[src/rtl/fft_stage_sequencer.sv]
// fft_stage_sequencer: walks the enabled FFT stages in ascending order,
// launches the 64-count stage counter once per stage and waits for its
// end-of-stage pulse. Drives the one-hot stage vector, its binary index and
// the ping-pong bank select for the butterfly datapath.
//
// Optional feature: define FFT_STAGE_SEQ_PERF_EN to add the run_cycles
// output, a saturating count of cycles spent in a run.
module fft_stage_sequencer #(
    parameter int NUM_STAGES = 6,
    parameter int GAP_CYCLES = 2
) (
    input  logic                  clk,
    input  logic                  rst,
    input  logic                  req_valid,
    output logic                  req_ready,
    input  logic [NUM_STAGES-1:0] stage_en,
    input  logic                  abort,
    output logic                  cnt_start,
    input  logic                  cnt_new_stage,
    output logic [NUM_STAGES-1:0] stage,
    output logic [((NUM_STAGES > 1) ? $clog2(NUM_STAGES) : 1)-1:0] stage_idx,
    output logic                  bank_sel,
    output logic                  busy,
    output logic                  done,
    output logic                  aborted
`ifdef FFT_STAGE_SEQ_PERF_EN
    ,
    output logic [15:0]           run_cycles
`endif
);

    localparam int IDX_W    = (NUM_STAGES > 1) ? $clog2(NUM_STAGES) : 1;
    localparam int GAP_W    = (GAP_CYCLES > 2) ? $clog2(GAP_CYCLES) : 1;
    // The gap counter is loaded with GAP_CYCLES-1 and leaves GAP at zero.
    localparam int GAP_LOAD = (GAP_CYCLES > 0) ? GAP_CYCLES - 1 : 0;

    typedef enum logic [2:0] {
        S_IDLE,
        S_LAUNCH,
        S_RUN,
        S_GAP,
        S_DONE
    } state_t;

    state_t                  state_q, state_d;
    logic [NUM_STAGES-1:0]   mask_q, mask_d;
    logic [IDX_W-1:0]        stage_idx_q, stage_idx_d;
    logic [IDX_W-1:0]        nxt_q, nxt_d;
    logic [GAP_W-1:0]        gap_q, gap_d;
    logic                    bank_sel_q, bank_sel_d;
    logic                    req_ready_q, req_ready_d;
    logic                    cnt_start_q, cnt_start_d;
    logic [NUM_STAGES-1:0]   stage_q, stage_d;
    logic                    busy_q, busy_d;
    logic                    done_q, done_d;
    logic                    aborted_q, aborted_d;

    logic                    accept;
    logic [IDX_W:0]          first_set;
    logic [IDX_W:0]          next_set;

    // Lowest set bit of m at or above position lo; MSB of the result flags
    // whether any such bit exists.
    function automatic logic [IDX_W:0] find_set(input logic [NUM_STAGES-1:0] m,
                                                input int lo);
        logic [IDX_W:0] r;
        r = '0;
        for (int i = NUM_STAGES - 1; i >= 0; i--) begin
            if (m[i] && (i >= lo)) begin
                r = {1'b1, IDX_W'(i)};
            end
        end
        return r;
    endfunction

    // Next-state and next-output logic; every output is registered from the
    // value it must take in the state being entered.
    always_comb begin
        // NOTE: every signal gets a default before the case so no path can
        // leave it unassigned, which would otherwise infer a latch.
        state_d     = state_q;
        mask_d      = mask_q;
        stage_idx_d = stage_idx_q;
        nxt_d       = nxt_q;
        gap_d       = gap_q;
        bank_sel_d  = bank_sel_q;
        aborted_d   = 1'b0;

        accept    = req_ready_q & req_valid;
        first_set = find_set(stage_en, 0);
        next_set  = find_set(mask_q, int'(stage_idx_q) + 1);

        case (state_q)
            S_IDLE: begin
                if (accept) begin
                    mask_d     = stage_en;
                    bank_sel_d = 1'b0;
                    if (first_set[IDX_W]) begin
                        state_d     = S_LAUNCH;
                        stage_idx_d = first_set[IDX_W-1:0];
                    end else begin
                        state_d = S_DONE;
                    end
                end
            end
            S_LAUNCH: state_d = S_RUN;
            S_RUN: begin
                if (cnt_new_stage) begin
                    bank_sel_d = ~bank_sel_q;
                    if (!next_set[IDX_W]) begin
                        state_d = S_DONE;
                    end else if (GAP_CYCLES == 0) begin
                        state_d     = S_LAUNCH;
                        stage_idx_d = next_set[IDX_W-1:0];
                    end else begin
                        // stage_idx keeps the finished stage through GAP;
                        // the upcoming index waits in nxt_q.
                        state_d = S_GAP;
                        gap_d   = GAP_W'(GAP_LOAD);
                        nxt_d   = next_set[IDX_W-1:0];
                    end
                end
            end
            S_GAP: begin
                if (gap_q == '0) begin
                    state_d     = S_LAUNCH;
                    stage_idx_d = nxt_q;
                end else begin
                    gap_d = gap_q - GAP_W'(1);
                end
            end
            S_DONE:  state_d = S_IDLE;
            default: state_d = S_IDLE;
        endcase

        // Abort overrides everything else, including a same-cycle end pulse.
        if (abort && (state_q != S_IDLE)) begin
            state_d     = S_IDLE;
            stage_idx_d = '0;
            bank_sel_d  = bank_sel_q;
            aborted_d   = 1'b1;
        end

        cnt_start_d = (state_d == S_LAUNCH);
        stage_d     = ((state_d == S_LAUNCH) || (state_d == S_RUN))
                      ? (NUM_STAGES'(1) << stage_idx_d) : '0;
        busy_d      = (state_d != S_IDLE);
        req_ready_d = (state_d == S_IDLE);
        done_d      = (state_d == S_DONE);
    end

    // State and registered outputs.
    always_ff @(posedge clk or negedge rst) begin
        if (!rst) begin
            state_q     <= S_IDLE;
            mask_q      <= '0;
            stage_idx_q <= '0;
            nxt_q       <= '0;
            gap_q       <= '0;
            bank_sel_q  <= 1'b0;
            req_ready_q <= 1'b1;
            cnt_start_q <= 1'b0;
            stage_q     <= '0;
            busy_q      <= 1'b0;
            done_q      <= 1'b0;
            aborted_q   <= 1'b0;
        end else begin
            // NOTE: non-blocking assignments so every flop samples the
            // pre-edge values regardless of statement order.
            state_q     <= state_d;
            mask_q      <= mask_d;
            stage_idx_q <= stage_idx_d;
            nxt_q       <= nxt_d;
            gap_q       <= gap_d;
            bank_sel_q  <= bank_sel_d;
            req_ready_q <= req_ready_d;
            cnt_start_q <= cnt_start_d;
            stage_q     <= stage_d;
            busy_q      <= busy_d;
            done_q      <= done_d;
            aborted_q   <= aborted_d;
        end
    end

    assign req_ready = req_ready_q;
    assign cnt_start = cnt_start_q;
    assign stage     = stage_q;
    assign stage_idx = stage_idx_q;
    assign bank_sel  = bank_sel_q;
    assign busy      = busy_q;
    assign done      = done_q;
    assign aborted   = aborted_q;

`ifdef FFT_STAGE_SEQ_PERF_EN
    logic [15:0] run_cycles_q, run_cycles_d;

    // Run length: cleared on accept, counts every busy cycle, saturates.
    always_comb begin
        run_cycles_d = run_cycles_q;
        if (accept) begin
            run_cycles_d = '0;
        end else if ((state_q != S_IDLE) && (run_cycles_q != 16'hFFFF)) begin
            run_cycles_d = run_cycles_q + 16'd1;
        end
    end

    // Run-length register.
    always_ff @(posedge clk or negedge rst) begin
        if (!rst) begin
            run_cycles_q <= '0;
        end else begin
            run_cycles_q <= run_cycles_d;
        end
    end

    assign run_cycles = run_cycles_q;
`endif

endmodule
[config.mk]
export PLATFORM = sky130hd
export DESIGN_NAME = fft_stage_sequencer
export DESIGN_NICKNAME = d
export VERILOG_FILES = /design/src/rtl/fft_stage_sequencer.sv
export SDC_FILE = /design/constraint.sdc
export NUM_CORES = 1
export LEC_CHECK = 0
export ABC_AREA = 1
export ABC_CLOCK_PERIOD_IN_PS = 2100
export CELL_PAD_IN_SITES_DETAIL_PLACEMENT = 0
export CELL_PAD_IN_SITES_GLOBAL_PLACEMENT = 1
export CORE_MARGIN = 5
export CORE_UTILIZATION = 38
export DETAILED_ROUTE_END_ITERATION = 8
export GPL_TIMING_DRIVEN = 0
export PLACE_DENSITY = 0.85
export SLEW_MARGIN = 20
export SYNTH_ARGS = -nofsm -noshare
export SYNTH_HDL_FRONTEND = slang
export SYNTH_SLANG_ARGS = --single-unit
[constraint.sdc]
create_clock -name clk -period 2.1 [get_ports clk]
set_input_delay 0.42 -clock clk [delete_from_list [all_inputs] [get_ports clk]]
set_output_delay 0.42 -clock clk [all_outputs]
set_load 0.005 [all_outputs]
# Word-level counts from Yosys, hierarchy flattened
# Index checks and enable logic that the tools add are counted.
dict set report totals {
  output_inout_bits 15
  word_cells 84
  reg_bits 28
  in_bits 11
}
dict set report op_classes {
  n_reduce_logical 18
  eq_ne 9
  n_mux 33
  n_shift 1
  bitwise 3
  order_cmp 6
  addsub 2
}
# cell n
set ops {}
lappend ops {{$mux W4} 12}
lappend ops {{$mux W3} 10}
lappend ops {{$pmux W3 S4} 1}
lappend ops {{$eq A3 B2 Y1 const B} 3}
lappend ops {{$ge A1 B4 Y1 const A} 2}
lappend ops {{$ge A2 B4 Y1 const A} 2}
lappend ops {{$ge A3 B4 Y1 const A} 2}
lappend ops {{$logic_and A1 B1 Y1} 7}
lappend ops {{$eq A3 B1 Y1 const B} 2}
lappend ops {{$logic_not A3 Y1} 2}
lappend ops {{$mux W1} 6}
lappend ops {{$mux W6} 1}
lappend ops {{$ne A2 B2 Y1 const B} 3}
lappend ops {{$pmux W3 S2} 1}
lappend ops {{$reduce_and A3 Y1} 2}
lappend ops {{$reduce_bool A3 Y1} 2}
lappend ops {{$shl A1 B3 Y6 const A} 1}
lappend ops {{$add A3 B1 Y4 const B} 1}
lappend ops {{$pmux W1 S2} 2}
lappend ops {{$reduce_and A4 Y1} 1}
lappend ops {{$reduce_bool A2 Y1} 2}
lappend ops {{$eq A3 B3 Y1 const B} 1}
lappend ops {{$not A1 Y1} 2}
lappend ops {{$reduce_and A2 Y1} 1}
lappend ops {{3 further kinds} 3}

# Depth between registers and ports, before layout
dict set report logic_depth {
  depth_word 16
  ltp_mapped 13
  ltp_nobuf 13
}

# Least setup slack after synthesis
# Ideal clock, no wire load.
dict set report synth_timing {
  path_kind {register to register}
  from {register stage_idx_q[0], in the netlist stage_idx[0]}
  to {register busy_q, in the netlist busy}
  setup_ns 0.115
  path_buffers 0
  path_stages_with_launch 14
  required_ns 1.985
  arrival_ns 1.593
  synth_period_minus_slack_ns 1.708
  path_slack_ns 0.392
  cell_sequence {dfrtp_1 ha_1 inv_1 nand2_1 nand2_2 nand2_1 a21oi_2 nand3_2 nand2_4 nand2_1 nand2_1 nand2_1 nor2_2 inv_2}
}
dict set report synth_via {
  elab_chain_cells 14
  word_cells_on_any_way 24
  classes_between {1 x add/sub; 6 x order compare; 10 x mux; 7 x reduce/logical}
}
# item line
set synth_lines {}
lappend synth_lines {{start, declared} 47} ;# logic [IDX_W-1:0] stage_idx_q, stage_idx_d;
lappend synth_lines {{start signal, assigned} 172} ;# stage_idx_q <= stage_idx_d;
lappend synth_lines {{$add A3 B1 Y4 *} 91} ;# next_set = find_set(mask_q, int'(stage_idx_q) + 1);
lappend synth_lines {{$ge A3 B4 Y1} 69} ;# if (m[i] && (i >= lo)) begin
lappend synth_lines {{$logic_and A1 B1 Y1} 69}
lappend synth_lines {{$mux W4 (5 in a row)} 69}
lappend synth_lines {{$mux W4 *} 69}
lappend synth_lines {{$mux W3 *} 110} ;# if (!next_set[IDX_W]) begin
lappend synth_lines {{$mux W3 *} 108} ;# if (cnt_new_stage) begin
lappend synth_lines {{$pmux W3 S4 *} 93} ;# case (state_q)
lappend synth_lines {{$mux W3 *} 137} ;# if (abort && (state_q != S_IDLE)) begin
lappend synth_lines {{$reduce_bool A3 Y1 *} 147} ;# busy_d = (state_d != S_IDLE);
lappend synth_lines {{via busy_d} 54} ;# logic busy_q, busy_d;
lappend synth_lines {{end signal, assigned} 179} ;# busy_q <= busy_d;
lappend synth_lines {{end, declared} 54}
# Mark *: on every way through the listed nets, which the timed path passes. The rest lies on a longest branch.
# A chain may end at the register's enable or synchronous reset.

# Worst setup path in the final report
# Ends and elaborated chain as after synthesis.

==> impl_metrics.ini <==
[layout]
antenna_cells = 0
post-route-util_pct = 50.53
final-seq-area_um2 = 704.4
syn2layout_area_growth_pct = 25.69
fillCellCount = 379
layout.cells.non_filler = 264
design_area_um2 = 1892
layout.nets = 231
multi_input_area_um2 = 663.1
drive_above_1_share_pct = 17.59

[placement]
gp_congestion = 0.8522
port_buffers = 25
dp_slack_ns = 0.04171
place_area_um2 = 1810
dp_hpwl_mm = 2.545
placedCellCount = 259

[global_route]
grt_pass1_vias = 1265
met2_usage_pct = 22.44
grt_pass1_wl_mm = 5.595
global_route.usage.total_pct = 13.38
gr-total-overflow = 0
grt_use_met3_pct = 2.755
grt.busiest_layer = met2
grt_max_degree = 29
gr-usage-met1_pct = 17.44
antenna_found_initial = 0

[setup_path]
endpoint_kind = flip-flop
arrival_ns = 2.08
critPathLaunchType = flip-flop
reg2reg_from = stage_idx[0]$_DFF_PN0_
cp.required_ns = 2.27
path_class = reg2reg
path_max_fanout = 7
crit_start = stage_idx[0]$_DFF_PN0_

[route]
wl_per_cell_um = 11.91
drc = 0
drtPass1Iterations = 4
via_count = 1221
viasPerCell = 4.625
drtIter0Drc = 39
wirelength_mm = 3.143
drtAntennaViolNets = 0

[synth]
synth.area.mux_share_pct = 2.244
synth_flop_cell = dfrtp_1
synth-compound-area-share_pct = 12.22
synth_top_area_cell = dfrtp_1
synth_top_family_by_area = simple AND/OR/NAND/NOR gates
synth_cell_type_count = 31
syn_inst = 186
synth_seq_cells = 28
synthArstFlopShare_pct = 100.0
synth_area_um2 = 1505
synth_most_common_cell = nand2_1
synthAdderAreaFrac_pct = 2.494
synthesis.nets = 200
synth-edff-count = 0
synth_area_leaders = dfrtp_1 (45%), nand2_1 (12%), inv_1 (6.5%)
yosysWarningCount = 0
synth_top_cells_by_count = nand2_1 (47), dfrtp_1 (27), inv_1 (26)
netlist.area_leader.share_pct = 44.89
ys_seq_area_share_pct = 46.63
synthXorXnorAreaFrac_pct = 0
yosys.area_share.simple_pct = 27.10
syn_area_per_cell_um2 = 8.092

[sta]
setup_slack_ns = 0.1940
worst_pin_slew_ns = 0.6196
relSlewSlack_pct = 58.69
rsz0062_at_grt = no
final-setup-viol-count = 0
fin_crit_ns = 1.906
hold_viol = 0
fmax_mhz = 524.7
period_share_pct = 90.76
skew_ns = 0.004870
final.setup.tns_ns = 0
drv_slew = 0

[power_and_ir_drop]
comb_power_share_pct = 50.5
p_sw_mw = 1.073
p_sw_share_pct = 40.45
irDropWorstVdd_mv = 0.8192
p_leak_nw = 0.9574
internal_power_mw = 1.579
power.density_nw_per_um2 = 1402
pwr-share-seq_pct = 33.6
pwr-share-clk_pct = 15.9

[cts]
clkLatencyLatePin_ns = 0.27
cts_max_level = 1
clock-sinks = 28
cts_buffer_depth = 2
cts-buffers-inserted = 3
cts.clk_slew.worst_paths_ns = 0.10
root_buffer = clkbuf_8
cts_tree = built

[die]
core_area_um2 = 3744
rows = 22
die-width_um = 72.94
dieArea_um2 = 5320
dieHeight_um = 72.94
initial_core_util_pct = 40.21
ios = 26

[outcome]
status = finished, final reports clean

[flow_run]
maxCapViolCount = 0

[min_path]
hp-class = in2async
power by group through the flow:
stage          logic, mW  registers, mW  clock network [mW]
5_1_grt             1.54          0.924               0.458
4_1_cts             1.34          0.898               0.429
3_3_place_gp        1.33          0.901                   0
2_1_floorplan      0.932          0.883                   0
6_report            1.34          0.892               0.420
3_5_place_dp        1.34          0.910                   0
per-layer routing:
layer	wire length (µm)	part of all wire [%]	up-vias
met2	1533	49	10
met3	80	2.5	2
met4	27	0.86	0
met1	1502	48	565
li1	-	-	644
met5	0	0	-
critical path, cell delays in order (launching register included):
cell,delay [ns]
dfrtp_2,0.47
ha_1,0.24
inv_1,0.06
nand2_1,0.07
nand2_2,0.11
nand2_1,0.08
a21oi_2,0.19
nand3_2,0.11
nand2_4,0.12
nand2_1,0.06
nand2_1,0.08
nand2_1,0.07
nor2_2,0.13
inv_2,0.04
cell usage in the layout, fill, tap and decap left out, drive strengths merged, types with 2 or more instances in the layout:
cell type and count:
nand4 3, clkdlybuf4s50 24, dfrtp 27, clkbuf 3, buf 3, a21oi 13
mux2 3, nand3 12, nand2 52, o21ai 12, nor2 16, nand3b 2
inv 33, ha 3
metrics by stage:
stage	power [mW]	hold WS, ns
final	2.652	0.1524
after global routing	2.922	0.1951
after floorplan	1.815	0.1244
after detailed placement	2.247	0.4727
after global placement	2.233	0.4784
after CTS	2.671	0.1721
final timing paths:
kind | slack (ns) | cells past startpoint | endpoint
setup reg to reg | 0.19 | 13 | busy$_DFF_PN0_
hold / removal | 0.15 | 1 | busy$_DFF_PN0_
hold reg to reg | 0.50 | 2 | mask_q[4]$_DFFE_PN0P_
min in group clk | 0.50 | 2 | mask_q[4]$_DFFE_PN0P_
setup / recovery | 0.19 | 13 | busy$_DFF_PN0_
max in group asynchronous | 1.51 | 1 | stage_idx[1]$_DFF_PN0_
flip-flops by register name, summed over array words and instances (netlist names):
name       flops
done           1
cnt_start      1
busy           1
req_ready      1
gap_q          1
aborted        1
bank_sel       1
stage_idx      3
nxt_q          3
stage          6
mask_q         6
state_q        3
cell families after synthesis:
kind of cell / count (synthesis)
AOI/OAI and AO/OA: 31
adders and majority gates: 3
buffers and inverters: 35
DFF: 28
muxes: 3
and+or+nand+nor: 86
layout make-up:
type,instances,area share [%]
Timing Repair Buffer,26,13.36
Multi-Input combinational cell,123,35.05
Clock buffer,3,2.183
Inverter,34,6.812
Sequential cell,28,37.24
Buffer,1,0.5952
Tap cell,48,3.175
Clock inverter,1,1.587
repair_timing:
action                     in CTS  in global routing
buffers inserted                0                  1
resized for setup               0                  2
hold buffers                    0                  0
setup endpoints to repair       0                  5
(Power assumes the default switching activity.)
==> edit 1 (same flow settings) <==
Take the reset off `stage_q` and load it in a clocked block of its own.
--- a/src/rtl/fft_stage_sequencer.sv
+++ b/src/rtl/fft_stage_sequencer.sv
@@ -162,3 +162,2 @@
             cnt_start_q <= 1'b0;
-            stage_q     <= '0;
             busy_q      <= 1'b0;
@@ -177,3 +176,2 @@
             cnt_start_q <= cnt_start_d;
-            stage_q     <= stage_d;
             busy_q      <= busy_d;
@@ -182,2 +180,6 @@
         end
+    end
+
+    always_ff @(posedge clk) begin
+        stage_q <= stage_d;
     end
Function: changed (a bounded check fails within 4 cycles, from zero or initial values and one cycle with rst low).
==> edit 1 against the original RTL <==
Worst setup slack lost 0.045 ns. Count of clock-buffer cells in the layout grew 1. Routed wire length fell by 10%. Sequential cell count unchanged. Sequential power decreased by 2%. Final area shrank 2.5%. Critical endpoint unchanged. Global-route usage is 0.68 points lower. Sequential share of layout area is 0.67 points lower. Synthesized area shrank 3.1%. Total power is 10% lower. Highest routed layer unchanged. Cell count shrank 1.5%. Utilization shrank 0.53 points.
==> edit 1: results (changes against the original RTL) <==
Timing
  • Slew @ Worst Pin: 0.472 ns (-0.148 ns)
  • WHS: 0.0942 ns (-0.0582 ns)
  • Worst Skew: 0.00441 ns (-0.000458 ns)
  • PnR worst setup slack: 0.149 ns (-0.0455 ns)
  • Setup TNS: 0 ns (unchanged)

Final layout
  • Post-route insts no fill: 260 (-1.5%)
  • Filler cells: 390 (+2.9%)
  • Share of cells above drive strength 1: 20.3% (+2.7 points)
  • Nets: 227 (-1.7%)

Placed design
  • DP HPWL: 2300 um (-9.5%)
  • # port buffers: 25 (unchanged)
  • Post-placement worst setup slack: 0.0640 ns (+0.0223 ns)
  • Post-Place Cells: 253 (-2.3%)
  • GPL Wtd Cong: 0.767 (-10%)

Global route
  • Initial antenna violation count: 0 (unchanged)
  • First-pass GRT wire length: 5260 um (-6.0%)
  • GR Util All Layers: 12.7% (-0.68 points)
  • Largest net degree at the start of global routing: 23 (-21%)

Synthesis
  • Synth cell types: 34 (+9.7%)
  • Syn Nets: 194 (-3.0%)
  • Register area share after synthesis: 46.1% (-0.58 points)
  • Post-Synthesis Cells: 180 (-3.2%)
  • Asr flop ratio synth: 78.6% (-21 points)
  • Synth cell count leaders: 44 x nand2_1, 30 x inv_1, 21 x dfrtp_1
  • Top cells by area, synth: dfrtp_1 36%, nand2_1 11%, dfxtp_1 8.2%

Setup path
  • Crit-path leading delay family: simple AND/OR/NAND/NOR gates
  • Slowest-stage cell, CP: dfrtp_2

Clock network
  • Clock latency at the later pin of the worst-skew pair: 0.27 ns (about the same)
  • Total CTS buffers: 3 (unchanged)
  • Clock Path Buffers: 2 (unchanged)

Power and ir drop
  • Lkg Pwr: 0.951 nW (-0.65%)
  • Switching Share: 40.1% (-0.34 points)
  • PD cells: 1290 nW/um2 (-7.9%)
  • Peak VDD IR: 0.000600 V (-27%)
  • Seq power: 0.000878 W (-2%)
  • Combinational power share: 49.6% (-0.9 points)

Detailed routing
  • DR iter-0 viols: 32 (-18%)
  • Routed WL per cell: 10.8 um (-9.1%)
  • Vias/cell: 4.49 (-2.9%)

Status
  • Status: complete, no violations

Die
  • Cell Rows: 22 (unchanged)

Worst hold path
  • Min-delay worst type: primary input to asynchronous set/reset pin
==> edit 1: layout make-up <==
type                       instances  share of cell area [%]
sequential                        28                    36.6
timing repair buffer              28                    14.5
clock buffer                       4                    2.99
inverter                          38                    7.73
multi-input combinational        113                    34.7
buffer                             1                   0.204
tap                               48                    3.26
==> edit 1: logic make-up (layout without fill, tap and decap cells) <==
kind of cell	after synthesis	in the layout	share of synthesized area, %
flops	28	28	46.1
simple gates	83	83	29.3
fa+ha+maj	3	3	2.57
buf+inv	39	71	10.0
compound gates	27	27	12.0
==> edit 1: what timing repair did <==
item,CTS,global route
resized for setup,0,2
setup buffers,0,3
endpoints found under the setup margin,0,3
hold buffers,0,0
==> edit 1: path summary, 6_finish.rpt <==
| check | startpoint | end | cells past startpoint |
|---|---|---|---|
| worst max-delay path | stage_idx[0] | busy | 11 |
| worst min-delay path | rst | state_q[0] | 1 |
| worst max register to register | stage_idx[0] | busy | 11 |
| worst min register to register | mask_q[0] | mask_q[0] | 2 |
| max in group asynchronous | rst | stage_idx[1] | 1 |
| min in group clk | mask_q[0] | mask_q[0] | 2 |
==> edit 1: worst reg2reg max path, delay by kind of cell, from the launching register on <==
family,cells,cell delay [ns]
buf+inv,2,0.18
flops,1,0.46
compound gates,2,0.22
simple gates,6,0.74
fa+ha+maj,1,0.24
==> edit 1: per-layer routing <==
metal	part of all wire (%)	wire length, um	track usage (%)	vias up
met4	1.2	33	3.76	0
met5	0	0	0	-
met2	47	1320	20.9	12
li1	-	-	-	626
met3	2.7	75	2.49	4
met1	49	1390	16.9	526
==> edit 1: through the flow <==
stage                     util, %  area [um2]
final                        50.0        1840
after global routing         50.0        1840
after CTS                    49.5        1820
after detailed placement     48.0        1770
after global placement       48.0        1770
after floorplan                 -        1460
==> edit 2 (config.mk and constraints unchanged) <==
Without the edit above. The parameter `GAP_CYCLES` goes from 2 to 1.
--- a/src/rtl/fft_stage_sequencer.sv
+++ b/src/rtl/fft_stage_sequencer.sv
@@ -9,3 +9,3 @@
     parameter int NUM_STAGES = 6,
-    parameter int GAP_CYCLES = 2
+    parameter int GAP_CYCLES = 1
 ) (
Check against the original RTL: not equivalent (Yosys sat finds a counterexample within 10 cycles, from zero or initial values and one cycle with rst low).
==> edit 2 against the original RTL <==
Routed wire length down 1.5%. Utilization down 0.91 points. Worst setup slack worse by 0.062 ns. Sequential cell count down 1. Total power down 4.6%. Final area down 2.5%. Count of clock-buffer cells in the layout up 1. Critical path depth down 3. Synthesized area down 2.4%. Largest power group unchanged.
==> edit 2: results (changes against the original RTL) <==
Final layout
  • Share of cells above drive strength 1: 16.7% (-0.93 points)
  • Nets: 225 (-2.6%)

Clock network
  • Clock latency at the later pin of the worst-skew pair: 0.27 ns (about the same)
  • Root Driver: clkbuf_8
  • H-tree levels: 1 (unchanged)

Synthesis
  • Top cells by area, synth: dfrtp_1 44%, nand2_1 10%, inv_1 7.9%
  • Post-synthesis mux area share: 0% (-2.2 points)
  • Synth Area in Compound Gates: 14.0% (+1.7 points)
  • Syn Nets: 192 (-4.0%)
  • Synth cell count leaders: 40 x nand2_1, 31 x inv_1, 26 x dfrtp_1
  • Synth Area in Adders: 2.56% (+0.062 points)
  • Synth cell types: 28 (-9.7%)
  • Register area share after synthesis: 46.1% (-0.55 points)
  • Prevailing post-synth register cell: dfrtp_1
  • Post-Synthesis Cells: 178 (-4.3%)

Power and ir drop
  • Peak VDD IR: 0.000587 V (-28%)
  • Lkg Pwr: 0.931 nW (-2.8%)

Worst hold path
  • Min-delay worst type: primary input to asynchronous set/reset pin

Global route
  • GR Util All Layers: 12.5% (-0.83 points)
  • First-pass GRT wire length: 5170 um (-7.6%)
  • Largest net degree at the start of global routing: 28 (-3.4%)
  • Initial antenna violation count: 0 (unchanged)

Setup path
  • Worst stage delay on the critical path: 0.44 ns (-0.03 ns)
  • Slowest-stage cell, CP: dfrtp_2
  • Crit-path leading delay family: compound AO/OA/AOI/OAI gates
  • Critical path arrival: 2.16 ns (+0.08 ns)

Detailed routing
  • Final wirelength: 3100 um (-1.5%)
  • Vias/cell: 4.78 (+3.4%)
  • WL met1: 1460 um (-2.5%)
  • Met2 wire len: 1520 um (-0.91%)
  • DR WL met3: 84 um (+5.0%)
  • Vias post-DR: 1,234 (+1.1%)

Placed design
  • DP HPWL: 2460 um (-3.4%)
  • GPL Wtd Cong: 0.891 (+4.5%)
  • Post-Place Cells: 251 (-3.1%)
  • Post-placement worst setup slack: -0.0527 ns (-0.0944 ns)

Timing
  • Worst Skew: 0.00222 ns (-0.00265 ns)
  • Slew margin rel.: 60.7% (+2.0 points)
  • Final min period: 1.97 ns (+0.0621 ns)

Status
  • Status: complete, no violations

Job
  • Max cap viols: 0 (unchanged)
==> edit 2: timing repair <==
| item | in CTS | in global routing |
|---|---|---|
| endpoints found under the setup margin | 0 | 6 |
| gates resized for setup | 0 | 2 |
| hold buffers | 0 | 0 |
| setup buffers | 0 | 3 |
==> edit 2: final timing paths <==
kind | cells after the start | slack (ns) | startpoint | end
max | 10 | 0.13 | stage_idx[0] | stage[2]
min | 1 | 0.14 | rst | aborted
max reg2reg | 10 | 0.13 | stage_idx[0] | stage[2]
min reg2reg | 2 | 0.49 | mask_q[5] | mask_q[5]
max in group asynchronous | 1 | 1.54 | rst | stage_idx[0]
min in group clk | 2 | 0.49 | mask_q[5] | mask_q[5]
==> edit 2: per-layer routing <==
layer | GRT usage, % | vias up
met5 | 0 | -
li1 | - | 630
met2 | 21.1 | 20
met4 | 3.76 | 0
met1 | 16.4 | 580
met3 | 2.22 | 4
==> edit 2: power by group <==
| group | internal [W] | switching, W | leakage (nW) | total, W |
|---|---|---|---|---|
| registers | 0.000728 | 0.000117 | 0.345 | 0.000845 |
| logic | 0.000572 | 0.000823 | 0.563 | 0.00139 |
| clock network | 0.000136 | 0.000155 | 0.0228 | 0.000291 |
==> edit 2: through the flow <==
stage          setup TNS (ns)  cell area (um2)  total power [W]
2_1_floorplan               0             1470          0.00179
3_3_place_gp         -0.00360             1780          0.00220
3_5_place_dp          -0.0774             1770          0.00221
4_1_cts                     0             1820          0.00251
5_1_grt                     0             1840          0.00275
6_report                    0             1840          0.00253
==> edit 2: layout make-up <==
| type | instances | area [um2] |
|---|---|---|
| tap | 48 | 60.1 |
| clock buffer | 4 | 45.0 |
| inverter | 33 | 124 |
| multi-input combinational | 118 | 668 |
| timing repair buffer | 28 | 268 |
| sequential | 27 | 679 |
| fill | 373 | 1870 |
